===== config.mk =====
export PLATFORM = sky130hd
export DESIGN_NAME = z16_alu_arbiter
export DESIGN_NICKNAME = d
export VERILOG_FILES = /design/src/rtl/z16_alu_arbiter.sv
export SDC_FILE = /design/constraint.sdc
export NUM_CORES = 1
export LEC_CHECK = 0
export CORE_MARGIN = 2
export CORE_UTILIZATION = 33
export CTS_CLUSTER_DIAMETER = 150
export CTS_CLUSTER_SIZE = 20
export DETAILED_ROUTE_END_ITERATION = 12
export PLACE_DENSITY_LB_ADDON = 0.15
export SLEW_MARGIN = 10
export SYNTH_ARGS = -nofsm -noshare
export SYNTH_HDL_FRONTEND = slang
export SYNTH_SLANG_ARGS = --single-unit

===== constraint.sdc =====
create_clock -name i_clk -period 1.6 [get_ports i_clk]
set_input_delay 0.32 -clock i_clk [delete_from_list [all_inputs] [get_ports i_clk]]
set_output_delay 0.32 -clock i_clk [all_outputs]
set_load 0.01 [all_outputs]

===== src/rtl/z16_alu_arbiter.sv =====
// rtl/z16_alu_arbiter.sv - two-requester round-robin arbiter and sequencer for the shared Z16 ALU
module z16_alu_arbiter #(
  parameter logic [15:0] DIV_ZERO_VALUE = 16'hFFFF
) (
  input  logic        i_clk,
  input  logic        i_rst,
  input  logic        i_req_valid_0,
  input  logic        i_req_valid_1,
  output logic        o_req_ready_0,
  output logic        o_req_ready_1,
  input  logic [15:0] i_req_a_0,
  input  logic [15:0] i_req_a_1,
  input  logic [15:0] i_req_b_0,
  input  logic [15:0] i_req_b_1,
  input  logic [3:0]  i_req_ctrl_0,
  input  logic [3:0]  i_req_ctrl_1,
  output logic        o_rsp_valid_0,
  output logic        o_rsp_valid_1,
  input  logic        i_rsp_ready_0,
  input  logic        i_rsp_ready_1,
  output logic [15:0] o_rsp_data_0,
  output logic [15:0] o_rsp_data_1,
  output logic        o_rsp_err_0,
  output logic        o_rsp_err_1,
  output logic [15:0] o_alu_a,
  output logic [15:0] o_alu_b,
  output logic [3:0]  o_alu_ctrl,
  input  logic [15:0] i_alu_data,
  output logic        o_busy
);

  localparam logic [1:0] ST_IDLE = 2'd0;
  localparam logic [1:0] ST_EXEC = 2'd1;
  localparam logic [1:0] ST_RESP = 2'd2;

  logic [1:0]  state;
  logic [15:0] op_a;
  logic [15:0] op_b;
  logic [3:0]  op_ctrl;
  logic        grant;
  logic        rr_ptr;
  logic [15:0] result;
  logic        err;

  logic any_valid;
  logic winner;
  logic accept;
  logic rsp_active;
  logic rsp_taken;

  // Lone requester wins outright; rr_ptr only breaks ties.
  always_comb begin
    any_valid  = i_req_valid_0 | i_req_valid_1;
    winner     = (i_req_valid_0 & i_req_valid_1) ? rr_ptr : i_req_valid_1;
    accept     = (state == ST_IDLE) && any_valid && !i_rst;
    rsp_active = (state == ST_RESP) && !i_rst;
    rsp_taken  = grant ? i_rsp_ready_1 : i_rsp_ready_0;
  end

  assign o_req_ready_0 = accept && !winner;
  assign o_req_ready_1 = accept && winner;

  assign o_rsp_valid_0 = rsp_active && !grant;
  assign o_rsp_valid_1 = rsp_active && grant;
  assign o_rsp_data_0  = result;
  assign o_rsp_data_1  = result;
  assign o_rsp_err_0   = err;
  assign o_rsp_err_1   = err;

  assign o_alu_a    = op_a;
  assign o_alu_b    = op_b;
  assign o_alu_ctrl = op_ctrl;
  assign o_busy     = (state != ST_IDLE);

  always_ff @(posedge i_clk) begin
    if (i_rst) begin
      state   <= ST_IDLE;
      op_a    <= 16'h0000;
      op_b    <= 16'h0000;
      op_ctrl <= 4'h0;
      grant   <= 1'b0;
      rr_ptr  <= 1'b0;
      result  <= 16'h0000;
      err     <= 1'b0;
    end else begin
      case (state)
        ST_IDLE: begin
          if (any_valid) begin
            op_a    <= winner ? i_req_a_1 : i_req_a_0;
            op_b    <= winner ? i_req_b_1 : i_req_b_0;
            op_ctrl <= winner ? i_req_ctrl_1 : i_req_ctrl_0;
            grant   <= winner;
            rr_ptr  <= ~winner;
            state   <= ST_EXEC;
          end
        end
        ST_EXEC: begin
          // The ALU's divide-by-zero output is undefined, so it never reaches a requester.
          if (op_ctrl == 4'h3 && op_a == 16'h0000) begin
            result <= DIV_ZERO_VALUE;
            err    <= 1'b1;
          end else begin
            result <= i_alu_data;
            err    <= 1'b0;
          end
          state <= ST_RESP;
        end
        ST_RESP: begin
          if (rsp_taken) begin
            state <= ST_IDLE;
          end
        end
        default: state <= ST_IDLE;
      endcase
    end
  end

endmodule


==> results of run 1 <==
==> layer usage <==
metal	vias to the layer above	routed length [µm]	global-route usage, %
met5	-	0	0
met4	0	127	6.25
met3	9	740	6.85
met2	109	4430	33.2
met1	1249	3800	26.1
li1	1267	-	-
==> worst paths after layout <==
kind / slack (ns) / cells past startpoint / to / from
worst max-delay path: -0.13 / 3 / o_req_ready_1 / state[1]$_SDFFE_PP0P_
worst min-delay path: 0.49 / 1 / o_alu_b[0]$_SDFFE_PP0P_ / o_alu_b[0]$_SDFFE_PP0P_
worst max register to register: -0.05 / 4 / o_alu_b[12]$_SDFFE_PP0P_ / state[1]$_SDFFE_PP0P_
worst min register to register: 0.49 / 1 / o_alu_b[0]$_SDFFE_PP0P_ / o_alu_b[0]$_SDFFE_PP0P_
==> timing repair <==
action	4_1_cts	5_1_grt
gates cloned	1	0
buffers inserted	1	0
resized for setup	33	42
endpoints found under the setup margin	34	75
pin swaps	3	2
hold buffers	0	0
==> worst register-to-register path, delay by kind of cell, from the launching register on <==
| family | cells | cell delay, ns |
|---|---|---|
| simple gates | 2 | 0.84 |
| flops | 1 | 0.32 |
| buf+inv | 1 | 0.27 |
| compound gates | 1 | 0.16 |
==> synthesized netlist by cell type (all sizes together) (5+ instances only) <==
| master | n |
|---|---|
| a221o | 27 |
| a31oi | 9 |
| nand3 | 10 |
| nor3b | 29 |
| o21ai | 9 |
| nand4 | 10 |
| mux2i | 17 |
| clkbuf | 12 |
| nor2 | 5 |
| buf | 30 |
| dfxtp | 57 |
| o22ai | 16 |
==> flip-flops by register name, indices dropped and copies added (netlist names) <==
signal        cells
o_alu_a          16
o_alu_b          16
o_rsp_data_0     16
o_alu_ctrl        4
state             2
grant             1
o_rsp_err_0       1
rr_ptr            1
==> stage by stage <==
stage                     setup slack (ns)  instances  util (%)  setup TNS [ns]  total power, mW
after floorplan                    -0.0354        251         -         -0.0354             2.18
after global placement              -0.688        496      56.1          -20.44             2.81
after detailed placement            -0.681        496      56.1          -21.03             2.83
after CTS                           -0.173        514      59.3          -0.325             4.06
after global routing                -0.190        514      60.4          -0.959             4.21
final                               -0.132        514      60.4          -0.239             3.99
==> power by group through the flow <==
stage               logic, mW  clock network, mW  registers, mW
finish                   1.14               1.20           1.65
floorplan               0.453                  0           1.73
detailed placement       1.15                  0           1.68
global route             1.22               1.33           1.67
CTS                      1.18               1.23           1.65
global placement         1.14                  0           1.67
==> placed cells by master (no fill, tap or decap), types with 4 or more instances in the layout <==
cell type,Yosys,routed
dlygate4sd2_1,0,4
o21ai_0,9,9
buf_6,7,5
mux2i_1,17,17
dfxtp_1,57,55
o22ai_1,16,16
buf_4,18,10
a221o_1,27,27
nor3b_2,10,11
nand3_1,10,10
dlymetal6s2s_1,0,38
buf_12,0,4
nand4_1,10,10
clkbuf_8,0,11
clkdlybuf4s50_1,0,121
nor3b_1,19,18
a31oi_1,9,9
==> area by class of cell <==
class	instances	share of cell area, %
Tap cell	102	2.75
Multi-Input combinational cell	150	26.0
Clock buffer	13	3.42
Inverter	2	0.162
Timing Repair Buffer	187	42.7
Sequential cell	57	24.6
Clock inverter	3	0.323
==> logic make-up (layout without fill, tap and decap cells) <==
group / after synthesis / after routing / share of synthesized area (%)
AO/OA/AOI/OAI: 67 / 67 / 20.0
buffers and inverters: 44 / 205 / 11.2
flip-flops: 57 / 57 / 43.7
multiplexers: 17 / 17 / 6.51
AND/OR/NAND/NOR: 66 / 66 / 18.6
==> impl_metrics.py, run 1 <==
metrics = {
    "status": {
        "status": "finished, violations left",
        "failed_checks": "negative setup slack",
    },
    "setup_path": {
        "required_ns": 1.28,
        "max_stage_delay_ns": 0.55,
        "startpoint_type": "register",
        "criticalPathCategory": "reg -> out",
        "crit_slowest_cell": "or4b_4",
        "cp.arrival_ns": 1.41,
        "endpoint_kind": "output port",
        "crit_family": "simple AND/OR/NAND/NOR gates",
        "cp_max_fo": 2,
        "critical_path_buf_inv_count": 1,
        "path_cells": "or4b_4, nor2_4, buf_6",
    },
    "global_route": {
        "grt_pass1_wl_um": 13800,
        "first_global_vias": 2659,
        "gr-total-overflow": 0,
        "grt_antenna_before_repair": 0,
        "grt_use_total_pct": 20.6,
        "grt_start_max_net_pins": 30,
    },
    "yosys": {
        "synthTopCellsByArea": "dfxtp_1 (44%), a221o_1 (10%), mux2i_1 (6.5%)",
        "synth_top_area_share_pct": 43.7,
        "post-synth-top-area-cell": "dfxtp_1",
        "synthDistinctLibCells": 32,
        "yosysWarnings": 0,
        "async_flop_share_pct": 0,
        "synth_seq_cells": 57,
        "yosys_most_used_dff": "dfxtp_1",
        "ys_seq_area_share_pct": 43.7,
        "syn_avg_cell_area_um2": 10.4,
        "syn-num-nets": 345,
        "syn_inst": 251,
        "synth-edff-count": 0,
        "syn_area_um2": 2610,
    },
    "die": {
        "core_area_um2": 7690,
        "rows": 32,
        "die_w_um": 93.0,
        "start_util_pct": 34.0,
        "die_h_um": 93.0,
        "io_pins": 169,
        "die_area_um2": 8640,
    },
    "cts": {
        "cts_made_buffers": 9,
        "max-clock-path-buffers": 2,
        "cts_tree": "yes",
        "clk_pin_slew_worst_paths_ns": 0.07,
        "clock_latency_ns": 0.33,
        "cts_root_buf": "clkbuf_8",
        "clock-sinks": 57,
        "h-tree-depth": 3,
    },
    "power_and_ir_drop": {
        "power_frac_clock_pct": 30.1,
        "p_sw_mw": 1.12,
        "power_frac_seq_pct": 41.3,
        "power.internal_mw": 2.87,
        "p_leak_nw": 2.30,
        "power_density_nw_per_um2": 859,
        "combPwrFrac_pct": 28.6,
        "peakVddDrop_v": 0.000418,
        "sw_frac_of_total_pct": 28.1,
    },
    "timing": {
        "worst_slew_pin_slew_ns": 0.445,
        "maxSlewHeadroom_pct": 70.1,
        "period_share_pct": 108,
        "rsz0062_at_grt": "yes",
        "layout_min_cycle_time_ns": 1.73,
        "finalHoldViolCount": 0,
        "finClkSkew_ns": 0.00920,
        "hold_slack_ns": 0.490,
        "setup_viol": 3,
        "fmax_ghz": 0.577,
        "drv_slew": 0,
        "timing.final.ws_setup_ns": -0.132,
    },
    "run": {
        "cap_viol_max_count": 0,
    },
    "finish": {
        "fillers": 687,
        "syn2layout_area_growth_pct": 77.9,
        "insertedDiodeCount": 0,
        "seq_area_um2": 1140,
        "multi_input_area_um2": 1210,
        "drive_gt1_share_pct": 14.3,
        "final_area_um2": 4650,
        "nets": 501,
    },
    "hold_path": {
        "hold_path_class": "reg -> reg",
    },
    "detailed_routing": {
        "drc": 0,
        "drt-total-wl_um": 9100,
        "via_count": 2634,
        "viasPerCell": 5.12,
        "drt_iter0_drc": 93,
        "wire_per_inst_um": 17.7,
        "ant_nets": 0,
        "firstDrtPassIters": 4,
    },
    "placement": {
        "place_hpwl_um": 6230,
        "placed_cell_area_um2": 4320,
        "port_buffers": 168,
        "routabilityCongestion": 0.777,
    },
}
No activity file was read; power rests on OpenSTA's default activity.
==> run 2, diff against run 1 <==
- CORE_MARGIN: 2 -> 8
==> run 2 against run 1 <==
- the run still ends with negative setup slack left
- cell count rose by 0.19%
- routed wire length rose by 11%
- critical path depth did not move
- global-route usage fell by 2.6 points
- clock skew fell by 0.0017 ns
- flip-flop and latch count did not move
- first-iteration DRC count fell by 2.2%
- design area rose by 0.30%
- largest cell class unchanged
- highest routed layer unchanged
==> impl_metrics.py, run 2 (synthesis results as in run 1) <==
metrics = {
    "power_and_ir_drop": {
        "power.internal_mw": 2.94,
        "power_frac_clock_pct": 31.7,
        "p_sw_mw": 1.18,
        "power.total_mw": 4.12,
        "combPwrFrac_pct": 28.3,
        "power_frac_seq_pct": 40.0,
        "power_density_nw_per_um2": 883,
        "peakVddDrop_v": 0.000435,
        "p_leak_nw": 2.36,
        "sw_frac_of_total_pct": 28.6,
    },
    "finish": {
        "insertedDiodeCount": 0,
        "nets": 503,
        "syn2layout_area_growth_pct": 78.4,
        "drive_gt1_share_pct": 15.3,
        "mostFrequentLayoutCells": "clkdlybuf4s50_1 (113), dfxtp_1 (56), dlymetal6s2s_1 (40)",
        "layout_commonest_cell": "clkdlybuf4s50_1",
        "fin_cells": 515,
        "final_area_um2": 4660,
    },
    "die": {
        "io_pins": 169,
        "die_area_um2": 11000,
        "die_h_um": 105,
        "core_area_um2": 7690,
        "rows": 32,
        "die_w_um": 105,
        "start_util_pct": 34.0,
    },
    "setup_path": {
        "crit_start": "state[0]$_SDFFE_PP0P_",
        "cp.arrival_ns": 1.41,
        "cp_max_fo": 2,
        "path_cells": "or4b_4, nor2_4, buf_6",
        "startpoint_type": "register",
        "endpoint_kind": "output port",
        "max_stage_delay_ns": 0.55,
        "reg2reg_from": "state[0]$_SDFFE_PP0P_",
        "required_ns": 1.28,
        "criticalPathCategory": "reg -> out",
        "crit_slowest_cell": "or4b_4",
    },
    "timing": {
        "finalHoldViolCount": 0,
        "fmax_ghz": 0.578,
        "maxSlewHeadroom_pct": 71.0,
        "drv_slew": 0,
        "setup_viol": 2,
        "finClkSkew_ns": 0.00750,
        "layout_min_cycle_time_ns": 1.73,
        "period_share_pct": 108,
        "worst_slew_pin_slew_ns": 0.432,
        "rsz0062_at_grt": "yes",
        "timing.final.ws_setup_ns": -0.132,
    },
    "cts": {
        "cts_root_buf": "clkbuf_8",
        "h-tree-depth": 3,
        "cts_made_buffers": 9,
        "clock_latency_ns": 0.34,
        "clock-sinks": 57,
        "cts_hold_buffers": 0,
        "max-clock-path-buffers": 2,
        "clk_pin_slew_worst_paths_ns": 0.07,
        "cts_tree": "yes",
    },
    "placement": {
        "port_buffers": 168,
        "placed_cell_area_um2": 4320,
        "routabilityCongestion": 0.740,
        "place_hpwl_um": 7470,
        "dp_cells": 497,
    },
    "detailed_routing": {
        "drt-total-wl_um": 10100,
        "drc": 0,
        "ant_nets": 0,
        "viasPerCell": 5.17,
        "drt_iter0_drc": 91,
        "via_count": 2664,
        "wire_per_inst_um": 19.6,
        "firstDrtPassIters": 4,
    },
    "global_route": {
        "grt_antenna_before_repair": 0,
        "grt_pass1_wl_um": 15800,
        "grt_use_total_pct": 17.9,
        "grt_start_max_net_pins": 34,
        "gr-total-overflow": 0,
        "first_global_vias": 2934,
    },
    "hold_path": {
        "hp-start": "o_alu_b[12]$_SDFFE_PP0P_",
        "hold_path_class": "reg -> reg",
    },
    "run": {
        "cap_viol_max_count": 0,
    },
    "status": {
        "status": "finished, violations left",
        "failed_checks": "negative setup slack",
    },
}
==> run 2: worst paths after layout <==
kind         slack [ns]  cells past startpoint                       end
max reg2reg        0.02                      4  o_alu_b[14]$_SDFFE_PP0P_
min                0.48                      1  o_alu_b[12]$_SDFFE_PP0P_
min reg2reg        0.48                      1  o_alu_b[12]$_SDFFE_PP0P_
max               -0.13                      3             o_req_ready_1
==> run 2: critical path, delay by kind of cell, from the launching register on <==
kind | cells | cell delay (ns)
buf+inv | 1 | 0.11
simple gates | 2 | 0.66
flops | 1 | 0.31
==> run 2: timing repair <==
| action | in CTS | in global routing |
|---|---|---|
| pin swaps | 4 | 4 |
| endpoints found under the setup margin | 41 | 76 |
| setup buffers | 5 | 0 |
| gates resized for setup | 39 | 47 |
==> run 2: metrics by stage <==
stage | setup WS (ns) | utilization, % | hold WS, ns | TNS, ns
floorplan | -0.0354 | - | 0.459 | -0.0354
global placement | -0.686 | 56.2 | 0.468 | -20.70
detailed placement | -0.687 | 56.2 | 0.468 | -21.42
CTS | -0.169 | 59.3 | 0.491 | -0.268
global route | -0.176 | 60.6 | 0.519 | -0.765
finish | -0.132 | 60.6 | 0.485 | -0.194
==> run 2: per-layer routing <==
metal  vias up  wire length (µm)  GRT usage [%]
met5         -                 0              0
met4         0                93           5.20
met3         7               775           7.19
li1       1272                 -              -
met2       109              5050           31.2
met1      1276              4190           19.7
==> run 2: layout make-up <==
class | instances | area [µm²]
Inverter | 2 | 7.51
Sequential cell | 57 | 1140
Tap cell | 102 | 128
Clock buffer | 9 | 124
Fill cell | 665 | 3030
Clock inverter | 6 | 60.1
Multi-Input combinational cell | 150 | 1230
Timing Repair Buffer | 189 | 1970
==> run 2: power groups by stage <==
stage | logic [mW] | registers, mW | clock network [mW]
after floorplan | 0.453 | 1.73 | 0
after global placement | 1.16 | 1.68 | 0
after detailed placement | 1.17 | 1.68 | 0
after CTS | 1.20 | 1.65 | 1.32
after global routing | 1.25 | 1.67 | 1.39
final | 1.16 | 1.65 | 1.30
